<file path="src/rtl/arb8_ctrl_pkg.sv">
`default_nettype none
// ============================================================================
// Module      : arb8_ctrl_pkg
// Description : Shared definitions for the 8-way arbiter controller:
//               FSM state encoding, requester count, index width and a
//               one-hot decode helper.
// Ports       : none (package)
// Config      : ARB8_CTRL_RR_EN is consumed by arb8_ctrl, not here.
// Revision    : 1.0 - initial release
// ============================================================================
package arb8_ctrl_pkg;

    localparam int NUM_REQ = 8;
    localparam int IDX_W   = 3;

    typedef enum logic [1:0] {
        ST_IDLE    = 2'd0,
        ST_GRANT   = 2'd1,
        ST_RELEASE = 2'd2
    } state_e;

    // Binary index to one-hot requester vector.
    function automatic logic [NUM_REQ-1:0] onehot8(input logic [IDX_W-1:0] idx);
        logic [NUM_REQ-1:0] v;
        v      = '0;
        v[idx] = 1'b1;
        return v;
    endfunction

endpackage : arb8_ctrl_pkg
`default_nettype wire

</file>
<file path="src/rtl/arb8_ctrl_prio_enc8.sv">
`default_nettype none
// ============================================================================
// Module      : prio_enc8
// Description : Combinational 8-to-3 priority encoder. The highest-index
//               set bit wins; vld_o flags that at least one bit is set.
//               idx_o is 3'b000 when no bit is set.
// Ports       : req_i [7:0] request vector
//               idx_o [2:0] index of highest set bit
//               vld_o       any bit set
// Revision    : 1.0 - initial release
// ============================================================================
module prio_enc8
    import arb8_ctrl_pkg::*;
(
    input  logic [NUM_REQ-1:0] req_i,
    output logic [IDX_W-1:0]   idx_o,
    output logic               vld_o
);

    always_comb begin
        idx_o = '0;
        vld_o = 1'b0;
        // Ascending scan: the last (highest) set bit overwrites earlier ones.
        for (int i = 0; i < NUM_REQ; i++) begin
            if (req_i[i]) begin
                idx_o = IDX_W'(i);
                vld_o = 1'b1;
            end
        end
    end

endmodule : prio_enc8
`default_nettype wire

</file>
<file path="src/rtl/arb8_ctrl.sv">
`default_nettype none
// ============================================================================
// Module      : arb8_ctrl
// Description : 8-requester arbiter for a shared resource. IDLE -> GRANT ->
//               RELEASE FSM with registered outputs, a hold counter that
//               force-releases a grant after HOLD_MAX cycles without done,
//               and a mandatory one-cycle RELEASE bubble between grants.
// Parameters  : HOLD_MAX  max grant cycles before forced release (2..255)
// Ports       : clk      clock, rising edge
//               rst_n    asynchronous active-low reset
//               req      [7:0] request levels
//               done     transaction-finished pulse
//               gnt      [7:0] one-hot grant (registered)
//               gnt_id   [2:0] granted index, 0 when no grant
//               gnt_vld  grant present
//               timeout  one-cycle pulse on forced release
// Config      : `define ARB8_CTRL_RR_EN selects round-robin arbitration;
//               otherwise fixed priority (bit 7 highest).
// Revision    : 1.0 - initial release
// ============================================================================
module arb8_ctrl
    import arb8_ctrl_pkg::*;
#(
    parameter int HOLD_MAX = 16
) (
    input  logic               clk,
    input  logic               rst_n,
    input  logic [NUM_REQ-1:0] req,
    input  logic               done,
    output logic [NUM_REQ-1:0] gnt,
    output logic [IDX_W-1:0]   gnt_id,
    output logic               gnt_vld,
    output logic               timeout
);

    localparam logic [7:0] c_hold_last = 8'(HOLD_MAX - 1);

    state_e             state_q,   state_d;
    logic [NUM_REQ-1:0] gnt_q,     gnt_d;
    logic [IDX_W-1:0]   gnt_id_q,  gnt_id_d;
    logic               gnt_vld_q, gnt_vld_d;
    logic               timeout_q, timeout_d;
    logic [7:0]         cnt_q,     cnt_d;

    logic [IDX_W-1:0]   w_win_idx;
    logic               w_win_vld;
    logic               w_release;
    logic               w_expire;

    // ------------------------------------------------------------------
    // Winner selection
    // ------------------------------------------------------------------
`ifdef ARB8_CTRL_RR_EN
    logic [IDX_W-1:0]   ptr_q, ptr_d;
    logic [NUM_REQ-1:0] w_below_mask;
    logic [IDX_W-1:0]   w_m_idx, w_f_idx;
    logic               w_m_vld, w_f_vld;

    // Bits strictly below the last granted index; empty when pointer is 0,
    // which makes the unmasked encoder decide (highest index overall).
    assign w_below_mask = (NUM_REQ'(1) << ptr_q) - NUM_REQ'(1);

    prio_enc8 u_enc_masked (
        .req_i (req & w_below_mask),
        .idx_o (w_m_idx),
        .vld_o (w_m_vld)
    );

    prio_enc8 u_enc_full (
        .req_i (req),
        .idx_o (w_f_idx),
        .vld_o (w_f_vld)
    );

    assign w_win_idx = w_m_vld ? w_m_idx : w_f_idx;
    assign w_win_vld = w_f_vld;
`else
    prio_enc8 u_enc (
        .req_i (req),
        .idx_o (w_win_idx),
        .vld_o (w_win_vld)
    );
`endif

    // Release conditions take precedence over expiry so that a done or a
    // dropped request coincident with expiry never raises timeout.
    assign w_release = done | ~req[gnt_id_q];
    assign w_expire  = (cnt_q == c_hold_last);

    // ------------------------------------------------------------------
    // Next-state / next-output logic
    // ------------------------------------------------------------------
    always_comb begin
        state_d   = state_q;
        gnt_d     = gnt_q;
        gnt_id_d  = gnt_id_q;
        gnt_vld_d = gnt_vld_q;
        timeout_d = 1'b0;
        cnt_d     = cnt_q;
`ifdef ARB8_CTRL_RR_EN
        ptr_d     = ptr_q;
`endif

        case (state_q)
            ST_IDLE: begin
                gnt_d     = '0;
                gnt_id_d  = '0;
                gnt_vld_d = 1'b0;
                cnt_d     = '0;
                if (w_win_vld) begin
                    state_d   = ST_GRANT;
                    gnt_d     = onehot8(w_win_idx);
                    gnt_id_d  = w_win_idx;
                    gnt_vld_d = 1'b1;
`ifdef ARB8_CTRL_RR_EN
                    ptr_d     = w_win_idx;
`endif
                end
            end

            ST_GRANT: begin
                if (w_release || w_expire) begin
                    state_d   = ST_RELEASE;
                    gnt_d     = '0;
                    gnt_id_d  = '0;
                    gnt_vld_d = 1'b0;
                    timeout_d = ~w_release;
                    cnt_d     = '0;
                end else if (cnt_q != 8'hFF) begin
                    cnt_d = cnt_q + 8'd1;
                end
            end

            ST_RELEASE: begin
                state_d   = ST_IDLE;
                gnt_d     = '0;
                gnt_id_d  = '0;
                gnt_vld_d = 1'b0;
                cnt_d     = '0;
            end

            default: begin
                state_d   = ST_IDLE;
                gnt_d     = '0;
                gnt_id_d  = '0;
                gnt_vld_d = 1'b0;
                cnt_d     = '0;
            end
        endcase
    end

    // ------------------------------------------------------------------
    // Registers
    // ------------------------------------------------------------------
    always_ff @(posedge clk or negedge rst_n) begin
        if (!rst_n) begin
            state_q   <= ST_IDLE;
            gnt_q     <= '0;
            gnt_id_q  <= '0;
            gnt_vld_q <= 1'b0;
            timeout_q <= 1'b0;
            cnt_q     <= '0;
        end else begin
            state_q   <= state_d;
            gnt_q     <= gnt_d;
            gnt_id_q  <= gnt_id_d;
            gnt_vld_q <= gnt_vld_d;
            timeout_q <= timeout_d;
            cnt_q     <= cnt_d;
        end
    end

`ifdef ARB8_CTRL_RR_EN
    always_ff @(posedge clk or negedge rst_n) begin
        if (!rst_n) begin
            ptr_q <= '0;
        end else begin
            ptr_q <= ptr_d;
        end
    end
`endif

    assign gnt     = gnt_q;
    assign gnt_id  = gnt_id_q;
    assign gnt_vld = gnt_vld_q;
    assign timeout = timeout_q;

endmodule : arb8_ctrl
`default_nettype wire

</file>
<file path="config.mk">
export PLATFORM = sky130hd
export DESIGN_NAME = arb8_ctrl
export DESIGN_NICKNAME = d
export VERILOG_FILES = /design/src/rtl/arb8_ctrl_pkg.sv /design/src/rtl/arb8_ctrl_prio_enc8.sv /design/src/rtl/arb8_ctrl.sv
export SDC_FILE = /design/constraint.sdc
export NUM_CORES = 1
export LEC_CHECK = 0
export ABC_AREA = 1
export CORE_UTILIZATION = 30
export CTS_CLUSTER_DIAMETER = 150
export DETAILED_ROUTE_END_ITERATION = 12
export SLEW_MARGIN = 20
export SYNTH_ARGS = -nofsm -noshare
export SYNTH_HDL_FRONTEND = slang
export SYNTH_HIERARCHICAL = 1
export SYNTH_SLANG_ARGS = --single-unit
</file>
<file path="constraint.sdc">
create_clock -name clk -period 1.7 [get_ports clk]
set_input_delay 0.34 -clock clk [delete_from_list [all_inputs] [get_ports clk]]
set_output_delay 0.34 -clock clk [all_outputs]
set_load 0.1 [all_outputs]
</file>
Yosys cells after proc, flatten, opt, wreduce, memory -nomap -nowiden
Index checks and enable logic that the tools add are counted.
{"block": "totals", "ff_bits": 23, "in_bits": 11, "output_inout_bits": 13, "wordCells": 59}
{"block": "op_classes", "addsub": 1, "muxes": 36, "n_reduce_logical": 4, "order_cmp": 3, "n_eq_ne": 6, "n_bitwise": 3}
{"cell": "$mux 8", "count": 5}
{"cell": "$mux 3", "count": 6}
{"cell": "$pmux 8 s2", "count": 1}
{"cell": "$mux 1", "count": 15}
{"cell": "$add 8x1->8 const B", "count": 1}
{"cell": "$eq 8x4->1 const B", "count": 1}
{"cell": "$lt 3x4->1 const B", "count": 2}
{"cell": "$mux 2", "count": 4}
{"cell": "$ne 8x8->1 const B", "count": 1}
{"cell": "$pmux 3 s2", "count": 1}
{"cell": "$pmux 2 s2", "count": 1}
{"cell": "$bmux 1 s3", "count": 1}
{"cell": "$demux 1 s3", "count": 1}
{"cell": "$ge 3x1->1 const B", "count": 1}
{"cell": "$ne 3x3->1 const B", "count": 1}
{"cell": "$eq 2x1->1 const B", "count": 1}
{"cell": "$logic_not 2->1", "count": 1}
{"cell": "$ne 2x1->1 const B", "count": 1}
{"cell": "$ne 2x2->1 const B", "count": 1}
{"cell": "$not 1->1", "count": 2}
{"cell": "$pmux 1 s2", "count": 1}
{"cell": "$reduce_and 2->1", "count": 1}
{"cell": "$logic_and 1x1->1", "count": 1}
{"cell": "$logic_or 1x1->1", "count": 1}
{"cell": "$or 1x1->1", "count": 1}

Depth between registers and ports, before layout
Gate-level depths: netlist (run 1).
{"block": "logic_depth", "ltp_word": 13, "ltp_mapped": 11, "depth_no_buf": 11}

Cells and area by module
The synthesis (run 1) kept the hierarchy.
{"mod": "arb8_ctrl", "n_inst": 1, "cells_each": 157, "area_each_um2": 1228.7}
{"mod": "prio_enc8", "n_inst": 1, "cells_each": 20, "area_each_um2": 77.6}

Worst setup path before layout (run 1)
No wires, ideal clock.
{"block": "synth_path", "path_type": "register -> register", "from": "register gnt_id_q[0], in the netlist gnt_id[0]", "to": "register gnt_id_q[0], in the netlist gnt_id[0]", "stages_incl_launch_ff": 10, "setup_ns": 0.069, "period_less_slack_ns": 1.896, "slack_ns": -0.196, "path_buffers": 1, "arrival_time_ns": 1.827, "path_cell_list": "dfrtp_1 inv_2 nand2_1 nand3_1 nand2_1 nand2_2 nand2_4 buf_8 nand4_1 nand2_1"}
{"block": "synth_via", "elab_chain_len": 6}
{"item": "start, declared", "line": "arb8_ctrl.sv:40", "rtl": "logic [IDX_W-1:0] gnt_id_q, gnt_id_d;"}
{"item": "start signal, assigned", "line": "arb8_ctrl.sv:166", "rtl": "gnt_id_q <= gnt_id_d;"}
{"item": "$bmux 1 s3", "line": "arb8_ctrl.sv:87", "rtl": "assign w_release = done | ~req[gnt_id_q];"}
{"item": "$mux 1 (not written as such)", "line": "arb8_ctrl.sv:87"}
{"item": "$not 1->1", "line": "arb8_ctrl.sv:87"}
{"item": "$or 1x1->1", "line": "arb8_ctrl.sv:87"}
{"item": "$logic_or 1x1->1", "line": "arb8_ctrl.sv:122", "rtl": "if (w_release || w_expire) begin"}
{"item": "$ne 2x2->1 (no source line)"}
Every way passes these cells. The select of a mux whose other input is x is not followed.
A chain may end at the register's enable or synchronous reset.

Worst setup path after layout (run 1)
{"block": "layout_path", "from": "register cnt_q[0]", "to": "register cnt_q[2]"}
{"block": "layout_via", "elab_chain_len": 4, "word_cells_on_any_way": 8, "cone_classes": "1 x add/sub; 3 x eq/ne; 3 x mux; 1 x reduce/logical"}
{"item": "start, declared", "line": "arb8_ctrl.sv:43", "rtl": "logic [7:0] cnt_q, cnt_d;"}
{"item": "start signal, assigned", "line": "arb8_ctrl.sv:169", "rtl": "cnt_q <= cnt_d;"}
{"item": "$add 8x1->8 or $eq 8x4->1 (tied branches)", "line": "arb8_ctrl.sv:130, arb8_ctrl.sv:88"}
{"item": "$mux 8 or $logic_or 1x1->1 (tied branches)", "line": "arb8_ctrl.sv:129, arb8_ctrl.sv:122"}
{"item": "$mux 8", "line": "arb8_ctrl.sv:122"}
{"item": "$mux 8", "line": "arb8_ctrl.sv:104", "rtl": "case (state_q)"}
Parallel ways exist; a longest one is shown, timed or not. The select of a mux whose other input is x is not followed.

==> flow_summary_export.csv, run 1 <==
group,metric,value,unit
setup_path,reg2reg_from,"cnt_q[0]",
yosys,ys_seq_area_share,44.1,%
route,initialDrtViolationCount,23,
timing,tightest_slew,354,ps
clocking,worstSkewPairLatency,270,ps
route,via_count,1203,
placed_design,place.gp.congestion,0.742,
timing,relSlewSlack,76.4,%
run_status,status,"finished clean",
yosys,synthDistinctLibCells,21,
die,initial_utilization,32.0,%
yosys,postSynthCellCount,177,
layout,diodes,0,
yosys,ys_top_cells_by_count,"52 x nand2_1, 32 x inv_1, 23 x dfrtp_1",
setup_path,criticalPathCategory,"reg2reg",
placed_design,dp_hpwl,2090,microns
timing,max_clock_freq,0.629,GHz
timing,setup_ws,110,ps
clocking,htreeDepth,1,
route,via_per_inst,4.59,
timing,post-route-period-util,93.5,%
die,core,4090,sq um
yosys,netlist.area_leader.share,44.1,%
timing,finClkSkew,3.02,ps
power,powerDensity,1510,nW/um^2
yosys,syn_nets,189,
die,dieWidth,68.0,microns
layout,nFillCells,404,
placed_design,dp_slack,-43.4,ps
die,dieArea,4620,sq um
global_route,antenna_found_initial,0,
layout,drive_above_1_share,18.9,%
die,row_count,23,
global_route,grt_pass1_wl,4700,microns
route,wire_per_inst,10.6,microns
route,antenna_left,0,
clocking,cts_tree,"yes",
yosys,synth.avg_cell_area,7.38,sq um
clocking,clockRootBuffer,"clkbuf_8",
power,ir_drop,0.000839,V
timing,setup_viol,0,
timing,setup_tns,0,ps
timing,rsz0062_at_grt,"false",
yosys,synth_edf_count,0,
clocking,hold_buffers,0,
timing,min_period,1590,ps
clocking,cts_made_buffers,3,
setup_path,cp.arrival,1800,ps
layout,area_growth,41.8,%
route,firstDrtPassIters,4,
layout,nNetsFinal,225,
timing,final_max_slew_viol_count,0,
power,pwr-share-seq,28.1,%
global_route,grt_max_degree,24,
setup_path,cp_max_fo,8,
die,die_h,68.0,microns
power,internal_power,1.48,mW
yosys,synth-main-ff-cell,"dfrtp_1",
power,switching_share,47.2,%
clocking,cts.sinks,23,
clocking,clk_pin_slew,80,ps
layout,post-route-util,45.3,%
yosys,synthTopCellsByArea,"dfrtp_1 44%, nand2_1 15%, inv_1 9.2%, nand4_1 6.2%, nor2_1 6.0%",
setup_path,r2r_slack,110,ps
setup_path,startpoint_type,"flop",
placed_design,place_inst,256,
global_route,grt_usage,13.7,%
power,leakage,0.946,nW
setup_path,r2r_end,"cnt_q[2]",
power,power.total,2.80,mW
route,routed_wl,2780,microns
setup_path,worst_setup_path_end_kind,"flop",
yosys,syn_area,1310,sq um
yosys,synth_seq_cells,23,
clocking,clk_path_buf_depth,2,
yosys,yosysMostFrequentCell,"nand2_1",
job,maxCapViolations,0,
min_path,min-delay-path-class,"in2async",
route,drc,0,
setup_path,worstPathRequired,1910,ps
layout,instances_no_fill,262,
placed_design,numPortBuffers,23,
yosys,yosysWarnings,6,
power,power.share.clock,12.4,%
power,p_comb_share,59.4,%
yosys,yosys.area.top_type,"dfrtp_1",
timing,final-hold-violation-count,0,
global_route,grt.overflow.total,0,
setup_path,r2r_cells,7,
die,ioPinCount,24,
global_route,first_global_vias,1075,
power,p_sw,1.32,mW
yosys,synthArstFlopShare,100,%
[routing by layer]
metal / vias up / wire length, microns / GRT usage [%] / part of all wire [%]
li1: 627 / - / - / -
met1: 555 / 1440 / 18.6 / 52
met5: - / 0 / 0 / 0
met4: 0 / 48 / 5.47 / 1.7
met2: 17 / 1230 / 21.8 / 44
met3: 4 / 60 / 2.00 / 2.2
[area by class of cell]
class                           count  area (sq um)  area share (%)
Clock buffer                        3          41.3            2.23
Tap cell                           50          62.6            3.38
Clock inverter                      1          5.00           0.270
Timing Repair Buffer               34           463            25.0
Inverter                           33           124            6.69
Multi-Input combinational cell    118           578            31.2
Sequential cell                    23           578            31.2
[worst max-delay path by stage]
stage,depth (start not counted),slack [ps],start,endpoint
floorplan,6,60,gnt_id[2],gnt[0]
global placement,11,-4,req[3],gnt[1]
detailed placement,11,-40,req[3],gnt[3]
CTS,7,100,cnt_q[0],gnt[4]
global route,7,10,cnt_q[0],cnt_q[2]
finish,7,110,cnt_q[0],cnt_q[2]
[layout by cell type (no fill, tap or decap), types with 3 or more instances in the layout]
master / netlist / routed
nor3_1: 3 / 3
clkbuf_8: 0 / 3
nand2_2: 2 / 3
buf_4: 0 / 8
nand2_1: 52 / 51
nand3_1: 12 / 12
nor2_1: 21 / 21
nand4_1: 13 / 13
buf_12: 0 / 14
o21ai_0: 6 / 6
clkdlybuf4s50_1: 0 / 10
inv_1: 32 / 32
dfrtp_1: 23 / 21
[repair_timing]
| item | 4_1_cts | 5_1_grt |
|---|---|---|
| setup buffers | 0 | 2 |
| gates resized for setup | 0 | 3 |
| endpoints found under the setup margin | 0 | 3 |
[power by group through the flow]
stage          logic, mW  registers [mW]  clock network, mW
6_report            1.66           0.786              0.347
5_1_grt             1.79           0.801              0.378
4_1_cts             1.62           0.788              0.355
3_5_place_dp        1.61           0.796                  0
3_3_place_gp        1.61           0.796                  0
2_1_floorplan      0.567            1.23                  0
[per-stage QoR]
step                      area [sq um]  hold WS, ps
after floorplan                   1310         44.4
after global placement            1780          528
after detailed placement          1780          538
after CTS                         1830          428
after global routing              1850          435
final                             1850          412
[kinds of logic after synthesis]
| group | Yosys count | synth area share (%) |
|---|---|---|
| AND/OR/NAND/NOR | 108 | 38.0 |
| buffers and inverters | 36 | 11.9 |
| flip-flops | 23 | 44.1 |
| AO/OA/AOI/OAI | 8 | 4.41 |
| XOR/XNOR | 1 | 0.671 |
| adder cells (fa/ha/maj) | 1 | 0.958 |
[worst max-delay path, cell delays in order, from the launching register on]
cell and delay, ps:
dfrtp_1 410, ha_1 240, nand2_2 110, nor2_2 70
a31oi_4 350, buf_4 170, nand4_1 80, nor2_1 90
[flip-flops by register name, indices dropped and copies added (netlist names)]
name and flops:
state_q 2, timeout 1, gnt_vld 1, gnt 8, gnt_id 3, cnt_q 8
Power figures use the tool's default switching activity.
==> run 2, diff against run 1 <==
CORE_MARGIN = 10   (was default)
REMOVE_ABC_BUFFERS = 1   (was default)
==> run 2 against run 1 <==
  * First-iteration DRC count rose by 100%
  * Non-clock buffer count fell by 4
  * Highest routed layer unchanged
  * Die area rose by 60%
==> flow_summary_export.csv, run 2 (synthesis gave the netlist of run 1 again) <==
group,metric,value,unit
run_status,status,"finished clean",
placed_design,place.gp.congestion,0.793,
timing,relSlewSlack,78.1,%
setup_path,criticalPathCategory,"reg2reg",
die,die_h,86.0,microns
setup_path,worst_setup_path_end_kind,"flop",
setup_path,startpoint_type,"flop",
timing,final-hold-violation-count,0,
clocking,worstSkewPairLatency,270,ps
die,row_count,23,
route,firstDrtPassIters,4,
clocking,clockRootBuffer,"clkbuf_8",
route,antenna_left,0,
die,dieWidth,86.0,microns
route,routed_wl,3060,microns
timing,post-route-period-util,92.5,%
route,wire_per_inst,11.9,microns
clocking,htreeDepth,1,
layout,seqCellArea,576,sq um
power,leakage,0.918,nW
timing,setup_ws,127,ps
setup_path,cp_slowest_cell,"dfrtp_1",
setup_path,path_buf_inv,1,
power,power.total,2.62,mW
layout,layout_common_cells,"52 x nand2_1, 32 x inv_1, 23 x dfrtp_1, 21 x nor2_1",
global_route,grt_max_degree,24,
global_route,grt_usage,8.60,%
global_route,grt.busiest_layer,"met2",
layout,diodes,0,
timing,max_clock_freq,0.636,GHz
clocking,clk_path_buf_depth,2,
placed_design,dp_slack,-55.1,ps
layout,nNetsFinal,221,
timing,setup_tns,0,ps
timing,tightest_slew,329,ps
placed_design,place_area,1750,sq um
global_route,use_met3,2.46,%
power,ir_drop,0.000650,V
setup_path,crit_path_max_incr_delay,410,ps
global_route,grtUsageMet1,10.6,%
timing,finClkSkew,2.61,ps
timing,final_max_slew_viol_count,0,
global_route,grt_pass1_wl,5260,microns
clocking,clk_pin_slew,80,ps
clocking,cts_tree,"yes",
setup_path,cp_max_fo,8,
layout,area_growth,37.5,%
route,via_count,1162,
setup_path,crit_chain,"ha_1, nand2_1, nor2_2, a31oi_4, buf_4, nand4_1, nand2_1",
setup_path,worstPathRequired,1910,ps
die,initial_utilization,31.7,%
die,dieArea,7390,sq um
clocking,cts_made_buffers,3,
clocking,cts.sinks,23,
die,ioPinCount,24,
global_route,grt.overflow.total,0,
route,initialDrtViolationCount,47,
layout,nFillCells,419,
timing,setup_viol,0,
power,powerDensity,1460,nW/um^2
setup_path,cp.arrival,1780,ps
layout,drive_above_1_share,15.4,%
route,drc,0,
placed_design,dp_hpwl,2270,microns
timing,min_period,1570,ps
global_route,met2_usage,13.3,%
setup_path,crit_top_cell,"nand2_1",
layout,multi_input_area,576,sq um
die,core,4120,sq um
min_path,min-delay-path-class,"in2async",
job,maxCapViolations,0,
route,via_per_inst,4.50,
global_route,first_global_vias,1175,
timing,rsz0062_at_grt,"false",
layout,final_area,1800,sq um
global_route,antenna_found_initial,0,
placed_design,numPortBuffers,23,
setup_path,cp_top_family,"flip-flops",
clocking,post_cts_buffers,0,
layout,mostFrequentLayoutCell,"nand2_1",
==> run 2: changes by cell type in the layout (fill, tap and decap cells not counted) <==
cell      change
dfrtp_1       +2
buf_12        -1
buf_4         -1
nand2_1       +1
buf_6         -2
o21ai_1       +1
clkinv_2      -1
nand2_2       -1
clkbuf_1      +1
dfrtp_2       -2
o21ai_0       -1
==> run 2: metal layers <==
layer / up-vias / wire (microns)
met4: 0 / 34
met2: 18 / 1400
met5: - / 0
met1: 527 / 1480
met3: 3 / 150
li1: 614 / -
==> run 2: power by group <==
part / internal, mW / leakage [nW] / switching (mW) / total (mW)
Sequential: 0.644 / 0.310 / 0.137 / 0.780
Clock: 0.168 / 0.0228 / 0.179 / 0.346
Combinational: 0.511 / 0.585 / 0.979 / 1.49
Total: 1.32 / 0.918 / 1.29 / 2.62
==> run 2: worst paths after layout <==
path / from / to / slack, ps / depth (start not counted)
min in group clk: cnt_q[2] / cnt_q[2] / 550 / 2
hold reg to reg: cnt_q[2] / cnt_q[2] / 550 / 2
setup reg to reg: cnt_q[0] / gnt_id[0] / 130 / 7
max in group asynchronous: rst_n / gnt[5] / 1050 / 2
hold / removal: rst_n / cnt_q[3] / 420 / 2
setup / recovery: cnt_q[0] / gnt_id[0] / 130 / 7
==> run 2: cell type report <==
| class | instances | share of cell area, % |
|---|---|---|
| well taps | 50 | 3.48 |
| repair buffers | 30 | 23.0 |
| multi-input cells | 118 | 32.1 |
| inverters | 33 | 6.90 |
| flip-flops and latches | 23 | 32.1 |
| clock buffers | 4 | 2.51 |
==> run 2: stage by stage <==
step | hold slack [ps] | utilization [%] | cells
CTS | 431 | 43.6 | 258
global placement | 527 | 42.5 | 254
finish | 420 | 43.6 | 258
detailed placement | 535 | 42.5 | 254
global route | 441 | 43.6 | 258
floorplan | 44.4 | - | 174
==> run 2: repair_timing <==
action,in CTS,in global routing
hold buffers,0,0
gates resized for setup,0,1
endpoints found under the setup margin,0,1
